<file path="src/rtl/serial_add_ctrl_pkg.sv">
// Shared FSM state encoding and default operand width for the serial adder.
package serial_add_ctrl_pkg;

  localparam int DEFAULT_WIDTH = 8;

  typedef enum logic [1:0] {
    IDLE = 2'd0,
    RUN  = 2'd1,
    DONE = 2'd2
  } state_e;

endpackage

</file>
<file path="src/rtl/half_adder.sv">
// One-bit half adder; two of these plus an OR form the serial adder's bit cell.
module half_adder (
  input  logic a_i,
  input  logic b_i,
  output logic sum_o,
  output logic carry_o
);

  assign sum_o   = a_i ^ b_i;
  assign carry_o = a_i & b_i;

endmodule

</file>
<file path="src/rtl/serial_add_ctrl.sv">
// Bit-serial adder with valid/ready handshake: one operand bit per RUN cycle.
// SERIAL_ADD_OVF_EN enables the registered signed-overflow flag; otherwise ovf is tied to 0.
module serial_add_ctrl
  import serial_add_ctrl_pkg::*;
#(
  parameter int WIDTH = DEFAULT_WIDTH
) (
  input  logic             clk,
  input  logic             resetn,
  input  logic             in_valid,
  output logic             in_ready,
  input  logic [WIDTH-1:0] a,
  input  logic [WIDTH-1:0] b,
  output logic             out_valid,
  input  logic             out_ready,
  output logic [WIDTH-1:0] sum,
  output logic             cout,
  output logic             ovf,
  output logic             busy
);

  localparam int            CW   = $clog2(WIDTH + 1);
  localparam logic [CW-1:0] LAST = CW'(WIDTH - 1);

  state_e           state_q, state_d;
  logic [CW-1:0]    cnt_q, cnt_d;
  logic             carry_q, carry_d;
  logic [WIDTH-1:0] a_q, a_d, b_q, b_d;
  logic [WIDTH-1:0] res_q, res_d;
  logic [WIDTH-1:0] sum_q, sum_d;
  logic             cout_q, cout_d;

  // Current operand bits selected by shifting rather than a variable-width index.
  logic [WIDTH-1:0] a_sh, b_sh;
  logic             bit_a, bit_b, bit_p, bit_g0, bit_g1, bit_s, bit_c;

  assign a_sh  = a_q >> cnt_q;
  assign b_sh  = b_q >> cnt_q;
  assign bit_a = a_sh[0];
  assign bit_b = b_sh[0];

  half_adder u_ha0 (.a_i(bit_a), .b_i(bit_b),   .sum_o(bit_p), .carry_o(bit_g0));
  half_adder u_ha1 (.a_i(bit_p), .b_i(carry_q), .sum_o(bit_s), .carry_o(bit_g1));
  assign bit_c = bit_g0 | bit_g1;

  always_ff @(posedge clk) begin
    if (!resetn) begin
      state_q <= IDLE;
      cnt_q   <= '0;
      carry_q <= 1'b0;
      a_q     <= '0;
      b_q     <= '0;
      res_q   <= '0;
      sum_q   <= '0;
      cout_q  <= 1'b0;
    end else begin
      state_q <= state_d;
      cnt_q   <= cnt_d;
      carry_q <= carry_d;
      a_q     <= a_d;
      b_q     <= b_d;
      res_q   <= res_d;
      sum_q   <= sum_d;
      cout_q  <= cout_d;
    end
  end

  always_comb begin
    state_d = state_q;
    cnt_d   = cnt_q;
    carry_d = carry_q;
    a_d     = a_q;
    b_d     = b_q;
    res_d   = res_q;
    sum_d   = sum_q;
    cout_d  = cout_q;
    unique case (state_q)
      IDLE: begin
        if (in_valid) begin
          a_d     = a;
          b_d     = b;
          cnt_d   = '0;
          carry_d = 1'b0;
          res_d   = '0;
          state_d = RUN;
        end
      end
      RUN: begin
        res_d   = res_q | (WIDTH'(bit_s) << cnt_q);
        carry_d = bit_c;
        cnt_d   = cnt_q + CW'(1);
        // Publish to the visible outputs only once all bits are in.
        if (cnt_q == LAST) begin
          sum_d   = res_d;
          cout_d  = bit_c;
          state_d = DONE;
        end
      end
      DONE: begin
        if (out_ready) state_d = IDLE;
      end
      default: state_d = IDLE;
    endcase
  end

`ifdef SERIAL_ADD_OVF_EN
  logic ovf_q, ovf_d;

  // Same-sign operands producing an opposite-sign result.
  always_comb begin
    ovf_d = ovf_q;
    if (state_q == RUN && cnt_q == LAST)
      ovf_d = (a_q[WIDTH-1] == b_q[WIDTH-1]) && (bit_s != a_q[WIDTH-1]);
  end

  always_ff @(posedge clk) begin
    if (!resetn) ovf_q <= 1'b0;
    else         ovf_q <= ovf_d;
  end

  assign ovf = ovf_q;
`else
  assign ovf = 1'b0;
`endif

  assign in_ready  = (state_q == IDLE);
  assign out_valid = (state_q == DONE);
  assign busy      = (state_q != IDLE);
  assign sum       = sum_q;
  assign cout      = cout_q;

endmodule

</file>
<file path="config.mk">
export PLATFORM = sky130hd
export DESIGN_NAME = serial_add_ctrl
export DESIGN_NICKNAME = d
export VERILOG_FILES = /design/src/rtl/serial_add_ctrl_pkg.sv /design/src/rtl/half_adder.sv /design/src/rtl/serial_add_ctrl.sv
export SDC_FILE = /design/constraint.sdc
export NUM_CORES = 1
export LEC_CHECK = 0
export ABC_AREA = 1
export CAP_MARGIN = 40
export CORE_UTILIZATION = 45
export CTS_CLUSTER_DIAMETER = 200
export DETAILED_ROUTE_END_ITERATION = 8
export PLACE_DENSITY = 0.68
export SYNTH_ARGS = -nofsm -noshare
export SYNTH_HDL_FRONTEND = slang
export SYNTH_SLANG_ARGS = --single-unit
</file>
<file path="constraint.sdc">
create_clock -name clk -period 2.5 [get_ports clk]
set_input_delay 0.625 -clock clk [delete_from_list [all_inputs] [get_ports clk]]
set_output_delay 0.625 -clock clk [all_outputs]
set_load 0.02 [all_outputs]
</file>
Yosys cells after proc, flatten, opt, wreduce, memory -nomap -nowiden

Cells that the tools add are included.

Register bits after elaboration: 40
Input port bits: 20
Output and inout bits: 13
Logic and storage cells: 41

$add $sub $neg: 1
Equality and inequality tests: 6
Shift-type cells: 3
Muxes and demuxes: 10
Bitwise gates (word level): 6
Reductions and logical operators: 7

Operators by type and width:

| operator              | number |
|---|---|
| $pmux W8 S2           | 1 |
| $shr A8 B4 Y1         | 2 |
| $mux W8               | 1 |
| $or A8 B8 Y8          | 1 |
| $pmux W4 S2           | 1 |
| $shl A1 B4 Y8         | 1 |
| $mux W2               | 3 |
| $pmux W2 S3           | 1 |
| $reduce_and A2 Y1     | 3 |
| $add A4 B1 Y4 const B | 1 |
| $eq A4 B3 Y1 const B  | 1 |
| $mux W4               | 1 |
| $ne A2 B2 Y1 const B  | 2 |
| $reduce_bool A2 Y1    | 2 |
| $reduce_and A3 Y1     | 1 |
| $and A1 B1 Y1         | 2 |
| $eq A2 B1 Y1 const B  | 1 |
| $eq A2 B2 Y1 const B  | 1 |
| $logic_not A2 Y1      | 1 |
| $ne A2 B1 Y1 const B  | 1 |
| $pmux W1 S2           | 1 |
| $xor A1 B1 Y1         | 2 |
| $mux W1               | 1 |
| $or A1 B1 Y1          | 1 |

Depth between registers and ports, before layout

Gate-level depths: netlist (run 1).

Depth in word-level cells: 6
Depth in mapped cells: 14
Gate-level depth less buffers: 13

Hierarchy

A second synthesis (run 1) with hierarchy kept.

Cells, all modules: 288
Area total of the unflattened synthesis: 1919.3 µm²

By module, submodules not included:

| module          | instances | cells each | area each (µm²) | seq. area each (µm²) |
|---|---|---|---|---|
| serial_add_ctrl | 1         | 286        | 1894.3          | 800.8 |
| half_adder      | 2         | 1          | 12.5            | 0.0 |

Worst setup path after synthesis (run 1)

No wires, ideal clock.

Path type: flip-flop to flip-flop
Start: reg cnt_q[0]
End: reg sum_q[3], in the netlist sum[3]
Setup time: 0.064 ns
Arrival: 1.835 ns
Required time: 2.436 ns
Path slack: 0.601 ns
Stages on the path, launching flop included: 12
Buffers on the path: 1
Clock period less this slack: 1.899 ns
Cells stage by stage: dfxtp_1 -> clkbuf_1 -> nand2_1 -> nand2_1 -> o21ai_0 -> nand2_1 -> nand2_1 -> fa_1 -> nand3_1 -> o21bai_1 -> nor2_1 -> nor2_1

Longest elaborated chain between the ends: 5
Elaborated cells on any way between the ends: 8
Classes of those cells: eq/ne: 1; shift: 3; bitwise: 3; reduce/logical: 1

Ends and longest elaborated chain:

| element                                 | RTL line                                     | text |
|---|---|---|
| start, declared                         | serial_add_ctrl.sv:26                        | `logic [CW-1:0] cnt_q, cnt_d;` |
| start signal, assigned                  | serial_add_ctrl.sv:58                        | `cnt_q <= cnt_d;` |
| $shr A8 B4 Y1, on equally long branches | serial_add_ctrl.sv:37, serial_add_ctrl.sv:38 |  |
| $xor A1 B1 Y1 (2 in a row)              | half_adder.sv:9                              | `assign sum_o = a_i ^ b_i;` |
| $shl A1 B4 Y8                           | serial_add_ctrl.sv:89                        | `res_d = res_q \| (WIDTH'(bit_s) << cnt_q);` |
| $or A8 B8 Y8                            | serial_add_ctrl.sv:89                        |  |
| end signal, assigned                    | serial_add_ctrl.sv:63                        | `sum_q <= sum_d;` |
| end, declared                           | serial_add_ctrl.sv:30                        | `logic [WIDTH-1:0] sum_q, sum_d;` |

Several ways; a longest one is shown, not always the timed one.
A chain may end at the register's enable or synchronous reset.

Worst setup path after layout (run 1)

Start: reg cnt_q[0]
End: reg res_q[1]

Longest elaborated chain between the ends: 6
Elaborated cells on any way between the ends: 7
Classes of those cells: shift: 3; mux: 1; bitwise: 3

Ends and longest elaborated chain:

| element                                 | RTL line                                     | text |
|---|---|---|
| $shr A8 B4 Y1, on equally long branches | serial_add_ctrl.sv:37, serial_add_ctrl.sv:38 |  |
| $xor A1 B1 Y1 (2 in a row)              | half_adder.sv:9                              |  |
| $shl A1 B4 Y8 (*)                       | serial_add_ctrl.sv:89                        |  |
| $or A8 B8 Y8 (*)                        | serial_add_ctrl.sv:89                        |  |
| $pmux W8 S2 (*)                         | serial_add_ctrl.sv:77                        | `unique case (state_q)` |
| end signal, assigned                    | serial_add_ctrl.sv:62                        | `res_q <= res_d;` |
| end, declared                           | serial_add_ctrl.sv:29                        | `logic [WIDTH-1:0] res_q, res_d;` |

Mark *: on every way between the ends. The rest lies on a longest branch, timed or not.

==> results.py, run 1 <==
metrics = {
    "synthesis": {
        "synth_area_um2": 1856,
        "netlist_instances": 276,
        "synth-seq-cells": 40,
        "synth-seq-area-share": 0.4316,
        "syn_avg_cell_area_um2": 6.723,
        "syn_nets": 298,
        "synth.distinct_cells": 21,
        "yosysWarnings": 0,
    },
    "critical_path": {
        "worstSetupStartpointType": "register",
        "ff2ff_path_depth": 11,
        "worstPathArrival_ns": 2.43,
        "endpoint_kind": "register",
        "worstSetupPathType": "reg -> reg",
        "rrSetupSlack_ns": 0.29,
        "timing.rr.start": "cnt_q[0]$_SDFFE_PN0P_",
        "r2r-end": "res_q[1]$_SDFFE_PN0P_",
        "path_max_fanout": 14,
        "cp.required_ns": 2.72,
    },
    "placement": {
        "place_hpwl_um": 2626,
        "portBuffers": 31,
        "place.gp.congestion": 0.8397,
    },
    "die": {
        "design.core.area_um2": 3799,
        "rows": 22,
        "die_w_um": 66.22,
        "start_util": 0.4885,
        "die_h_um": 66.22,
        "io_pins": 33,
        "dieArea_um2": 4384,
    },
    "detailed_routing": {
        "first_iter_violations": 89,
        "first_pass_iters": 4,
        "drtAntennaViolNets": 0,
        "wire_per_inst_um": 10.68,
        "drc": 0,
        "num_vias": 1681,
        "via_per_inst": 4.762,
        "routed_wl_um": 3770,
    },
    "sta": {
        "rsz0062_at_grt": "no",
        "setup_tns_ns": 0,
        "period_share": 0.8828,
        "fmax_mhz": 453.1,
        "final-hold-violation-count": 0,
        "fin_worst_skew_ns": 0.005157,
        "whs_ns": 0.4534,
        "finalSetupViolCount": 0,
        "finalCriticalPeriod_ns": 2.207,
        "slew_viol_final": 0,
    },
    "global_route": {
        "grt_first_pass_wirelength_um": 6568,
        "grt_max_degree": 37,
        "antenna_found_initial": 0,
        "track_usage": 0.1955,
        "grt.overflow.total": 0,
        "grt_pass1_vias": 1533,
    },
    "cts": {
        "post-cts-setup-buffers": 0,
        "numCtsBuffers": 5,
        "cts_resized": 0,
        "cts_sinks": 40,
        "clk_pin_slew_ns": 0.07,
        "htree_levels": 2,
        "cts_tree": "built",
        "clk_latency_ns": 0.28,
        "clock_path_buffers": 2,
        "cts_hold_buf": 0,
        "root_buffer": "clkbuf_8",
    },
    "run": {
        "cap_violations": 0,
    },
    "cells_and_area": {
        "nets": 326,
        "area.growth.synth_to_final_pct": 22.93,
        "n_antenna_cell": 0,
        "drive_above_1_share": 0.04918,
    },
    "power": {
        "ir_worst_vdd_v": 0.0003637,
        "power_density_nw_per_um2": 577.9,
        "p_leak_uw": 0.0009520,
    },
    "worst_hold_path": {
        "min_path_cells": 2,
        "hold_path.startpoint": "a_q[5]$_SDFFE_PN0P_",
        "min_path_type": "reg -> reg",
        "hold_end": "a_q[5]$_SDFFE_PN0P_",
    },
    "status": {
        "status": "finished clean",
    },
}
-- layout make-up --
class / instances / area [um^2]
Fill cell: 381 / 1518
Multi-Input combinational cell: 196 / 879.6
Sequential cell: 40 / 800.8
Timing Repair Buffer: 35 / 352.8
Inverter: 26 / 97.59
Clock buffer: 8 / 90.09
Tap cell: 48 / 60.06
-- critical path: stages (launching register included) --
cell and delay [ns]:
dfxtp_1 0.46, buf_4 0.23, nand2_1 0.07, nand2_1 0.05
o21ai_0 0.07, nand2_1 0.06, nand2_1 0.08, fa_1 0.61
nand3_1 0.16, o21bai_1 0.20, nand2_1 0.07, nor2_1 0.08
-- power breakdown --
part | switching [uW] | total [uW] | internal [uW]
registers | 18.1 | 683 | 665
logic | 120 | 208 | 88.7
clock network | 202 | 427 | 225
-- kinds of logic after synthesis --
| group | count (synthesis) | synth area share |
|---|---|---|
| AND/OR/NAND/NOR | 143 | 0.3115 |
| AO/OA/AOI/OAI | 50 | 0.1430 |
| buffers and inverters | 40 | 0.09440 |
| flip-flops | 40 | 0.4316 |
| adder cells (fa/ha/maj) | 2 | 0.01753 |
| other | 1 | 0.002021 |
-- registers in the layout, summed over array words and instances, names as in the netlist --
name / cells
b_q: 8
cout: 1
cnt_q: 4
sum: 8
carry_q: 1
res_q: 8
state_q: 2
a_q: 8
-- layer usage --
layer  wire [um]  vias up  GRT usage
met4          34        0    0.06117
met2        1549       35     0.3240
met3         162        4    0.04655
met5           0        -          0
li1            -      912          -
met1        2024      730     0.2484
-- how the worst max path moves through the flow --
stage,end,depth (start not counted),from
3_5_place_dp,res_q[1]$_SDFFE_PN0P_,11,cnt_q[0]$_SDFFE_PN0P_
3_3_place_gp,sum[3]$_SDFFE_PN0P_,11,cnt_q[0]$_SDFFE_PN0P_
6_report,res_q[1]$_SDFFE_PN0P_,11,cnt_q[0]$_SDFFE_PN0P_
5_1_grt,sum[7]$_SDFFE_PN0P_,11,cnt_q[0]$_SDFFE_PN0P_
2_1_floorplan,sum[3]$_SDFFE_PN0P_,11,cnt_q[0]$_SDFFE_PN0P_
4_1_cts,res_q[1]$_SDFFE_PN0P_,11,cnt_q[0]$_SDFFE_PN0P_
-- through the flow --
stage | cell area, um^2 | worst slack [ns] | instances | utilization | total power [uW]
final | 2281 | 0.2929 | 353 | 0.6005 | 1318
after global routing | 2281 | 0.05931 | 353 | 0.6005 | 1385
after CTS | 2281 | 0.3032 | 353 | 0.6005 | 1328
after detailed placement | 2191 | 0.3305 | 345 | 0.5767 | 905.4
after global placement | 2191 | 0.4050 | 345 | 0.5767 | 900.7
after floorplan | 1856 | 0.6007 | 276 | - | 834.3
-- synth_stat cells --
| library cell | number | area share |
|---|---|---|
| conb_1 | 1 | 0.0020 |
| inv_1 | 24 | 0.049 |
| nor2_1 | 74 | 0.15 |
| buf_2 | 7 | 0.019 |
| o21bai_1 | 6 | 0.024 |
| o21ai_0 | 27 | 0.073 |
| a21oi_1 | 17 | 0.046 |
| buf_4 | 2 | 0.0081 |
| buf_6 | 1 | 0.0061 |
| nor2_4 | 2 | 0.012 |
| dfxtp_1 | 40 | 0.43 |
| nand3_1 | 7 | 0.019 |
| nor3_1 | 1 | 0.0027 |
| ha_1 | 1 | 0.0067 |
| nand4_1 | 1 | 0.0034 |
| clkbuf_1 | 3 | 0.0061 |
| clkbuf_2 | 1 | 0.0027 |
| nand2_1 | 57 | 0.12 |
| fa_1 | 1 | 0.011 |
| inv_2 | 2 | 0.0040 |
| nand3_4 | 1 | 0.0094 |
-- layout by cell type (no fill, tap or decap), types with 2 or more instances in the layout --
cell type and n:
a21oi_1 17, buf_4 3, clkbuf_1 2, clkbuf_8 6, clkdlybuf4s50_1 31, dfxtp_1 40, inv_1 24, inv_2 2
nand2_1 57, nand3_1 7, nor2_1 74, nor2_4 2, o21ai_0 27, o21bai_1 6
(Power assumes the default switching activity.)
==> run 2, diff against run 1 <==
REMOVE_ABC_BUFFERS = 1   (was unset)
==> run 2 against run 1 <==
Sequential cell count unchanged. Power down 1.1%. Critical path depth down 1. Wire length rose by 1.2%.
==> results.py, run 2 (same netlist as run 1, synthesis figures left out) <==
metrics = {
    "status": {
        "status": "finished clean",
    },
    "cells_and_area": {
        "final_common_cell": "nor2_1",
        "nFillCells": 369,
        "drive_above_1_share": 0.05537,
        "n_antenna_cell": 0,
        "multi_input_area_um2": 879.6,
        "area.growth.synth_to_final_pct": 23.47,
        "nets": 328,
        "seqCellArea_um2": 800.8,
        "mostFrequentLayoutCells": "74 x nor2_1, 57 x nand2_1, 40 x dfxtp_1",
        "final_cells": 355,
    },
    "global_route": {
        "track_usage": 0.1981,
        "grt_first_pass_wirelength_um": 6644,
        "grt_pass1_vias": 1494,
        "grt.overflow.total": 0,
        "grt_max_degree": 37,
        "antenna_found_initial": 0,
    },
    "critical_path": {
        "worstPathArrival_ns": 2.45,
        "path_max_fanout": 8,
        "rrSetupSlack_ns": 0.26,
        "cp.required_ns": 2.71,
        "endpoint_kind": "register",
        "worstSetupPathType": "reg -> reg",
        "worstSetupStartpointType": "register",
    },
    "detailed_routing": {
        "wire_per_inst_um": 10.75,
        "via_per_inst": 4.749,
        "drtAntennaViolNets": 0,
        "first_iter_violations": 121,
        "routed_wl_um": 3816,
        "first_pass_iters": 6,
        "num_vias": 1686,
        "drc": 0,
    },
    "placement": {
        "portBuffers": 31,
        "dp_cells": 347,
        "place.gp.congestion": 0.8529,
        "place_hpwl_um": 2755,
    },
    "power": {
        "power_density_nw_per_um2": 568.8,
        "power_frac_comb": 0.163,
        "pwr-share-clk": 0.314,
        "p_int_uw": 955.3,
        "p_sw_frac": 0.2669,
        "p_leak_uw": 0.0009585,
        "power_switching_uw": 347.9,
        "seqPwrFrac": 0.523,
        "ir_worst_vdd_v": 0.0003492,
    },
    "cts": {
        "cts_sinks": 40,
        "cts_hold_buf": 0,
        "root_buffer": "clkbuf_8",
        "htree_levels": 2,
        "cts_tree": "built",
        "post-cts-setup-buffers": 0,
        "clk_latency_ns": 0.29,
        "clk_pin_slew_ns": 0.08,
        "cts_resized": 0,
        "numCtsBuffers": 5,
        "clock_path_buffers": 2,
    },
    "die": {
        "io_pins": 33,
        "die_h_um": 66.22,
        "die_w_um": 66.22,
        "rows": 22,
        "dieArea_um2": 4384,
        "design.core.area_um2": 3799,
        "start_util": 0.4885,
    },
    "sta": {
        "period_share": 0.8945,
        "rsz0062_at_grt": "no",
        "final-hold-violation-count": 0,
        "slew_viol_final": 0,
        "setup_tns_ns": 0,
        "fin_worst_skew_ns": 0.01315,
        "fmax_mhz": 447.2,
        "finalCriticalPeriod_ns": 2.236,
        "finalSetupViolCount": 0,
    },
    "run": {
        "cap_violations": 0,
    },
    "worst_hold_path": {
        "min_path_type": "reg -> reg",
    },
}
run 2: cell count changes in the layout (fill, tap and decap cells not counted):
| cell | delta |
|---|---|
| buf_4 | +2 |
| clkbuf_8 | -1 |
| clkinv_4 | +1 |
run 2: power by group through the flow:
stage / sequential, uW / combinational (uW) / clock [uW]
6_report: 682 / 213 / 409
5_1_grt: 685 / 241 / 447
4_1_cts: 681 / 214 / 422
3_5_place_dp: 696 / 213 / 0
3_3_place_gp: 696 / 209 / 0
2_1_floorplan: 695 / 123 / 0
run 2: critical path, cell delays in order (launching register included):
cell and delay [ns]:
dfxtp_1 0.52, inv_1 0.17, nor2_1 0.14, o21ai_0 0.12, nand2_1 0.07, nand2_1 0.06
fa_1 0.60, nand3_1 0.13, o21bai_1 0.20, nand2_1 0.07, nor2_1 0.09
run 2: cell type report:
type,instances,share of cell area
flip-flops and latches,40,0.3495
repair buffers,37,0.1606
inverters,26,0.04260
clock buffers,7,0.03332
multi-input cells,196,0.3839
well taps,48,0.02622
clock inverters,1,0.003823
run 2: final timing paths:
| check | start | end | cells after the start |
|---|---|---|---|
| min | a_q[7]$_SDFFE_PN0P_ | a_q[7]$_SDFFE_PN0P_ | 2 |
| max | cnt_q[0]$_SDFFE_PN0P_ | res_q[3]$_SDFFE_PN0P_ | 10 |
| min reg2reg | a_q[7]$_SDFFE_PN0P_ | a_q[7]$_SDFFE_PN0P_ | 2 |
| max reg2reg | cnt_q[0]$_SDFFE_PN0P_ | res_q[3]$_SDFFE_PN0P_ | 10 |
run 2: stage by stage:
stage | power [uW] | worst slack, ns | util | cell area [um^2] | hold WS [ns]
global route | 1372 | 0.01088 | 0.6031 | 2291 | 0.4764
finish | 1303 | 0.2636 | 0.6031 | 2291 | 0.4600
CTS | 1317 | 0.2615 | 0.6031 | 2291 | 0.4634
global placement | 904.3 | 0.4150 | 0.5807 | 2206 | 0.4481
floorplan | 818.1 | 0.4059 | - | 1778 | 0.4286
detailed placement | 908.8 | 0.2777 | 0.5807 | 2206 | 0.4522
run 2: routing by layer:
metal | up-vias | wire length (um) | GRT usage
met3 | 2 | 188 | 0.05172
met1 | 728 | 1999 | 0.2740
met2 | 41 | 1600 | 0.3010
met4 | 0 | 27 | 0.05585
met5 | - | 0 | 0
li1 | 915 | - | -
==> run 3, diff against run 2 <==
REMOVE_ABC_BUFFERS = unset   (was 1)
==> results of run 3 <==
Same layout as run 1: the final DEF is identical, and so are final timing and power.
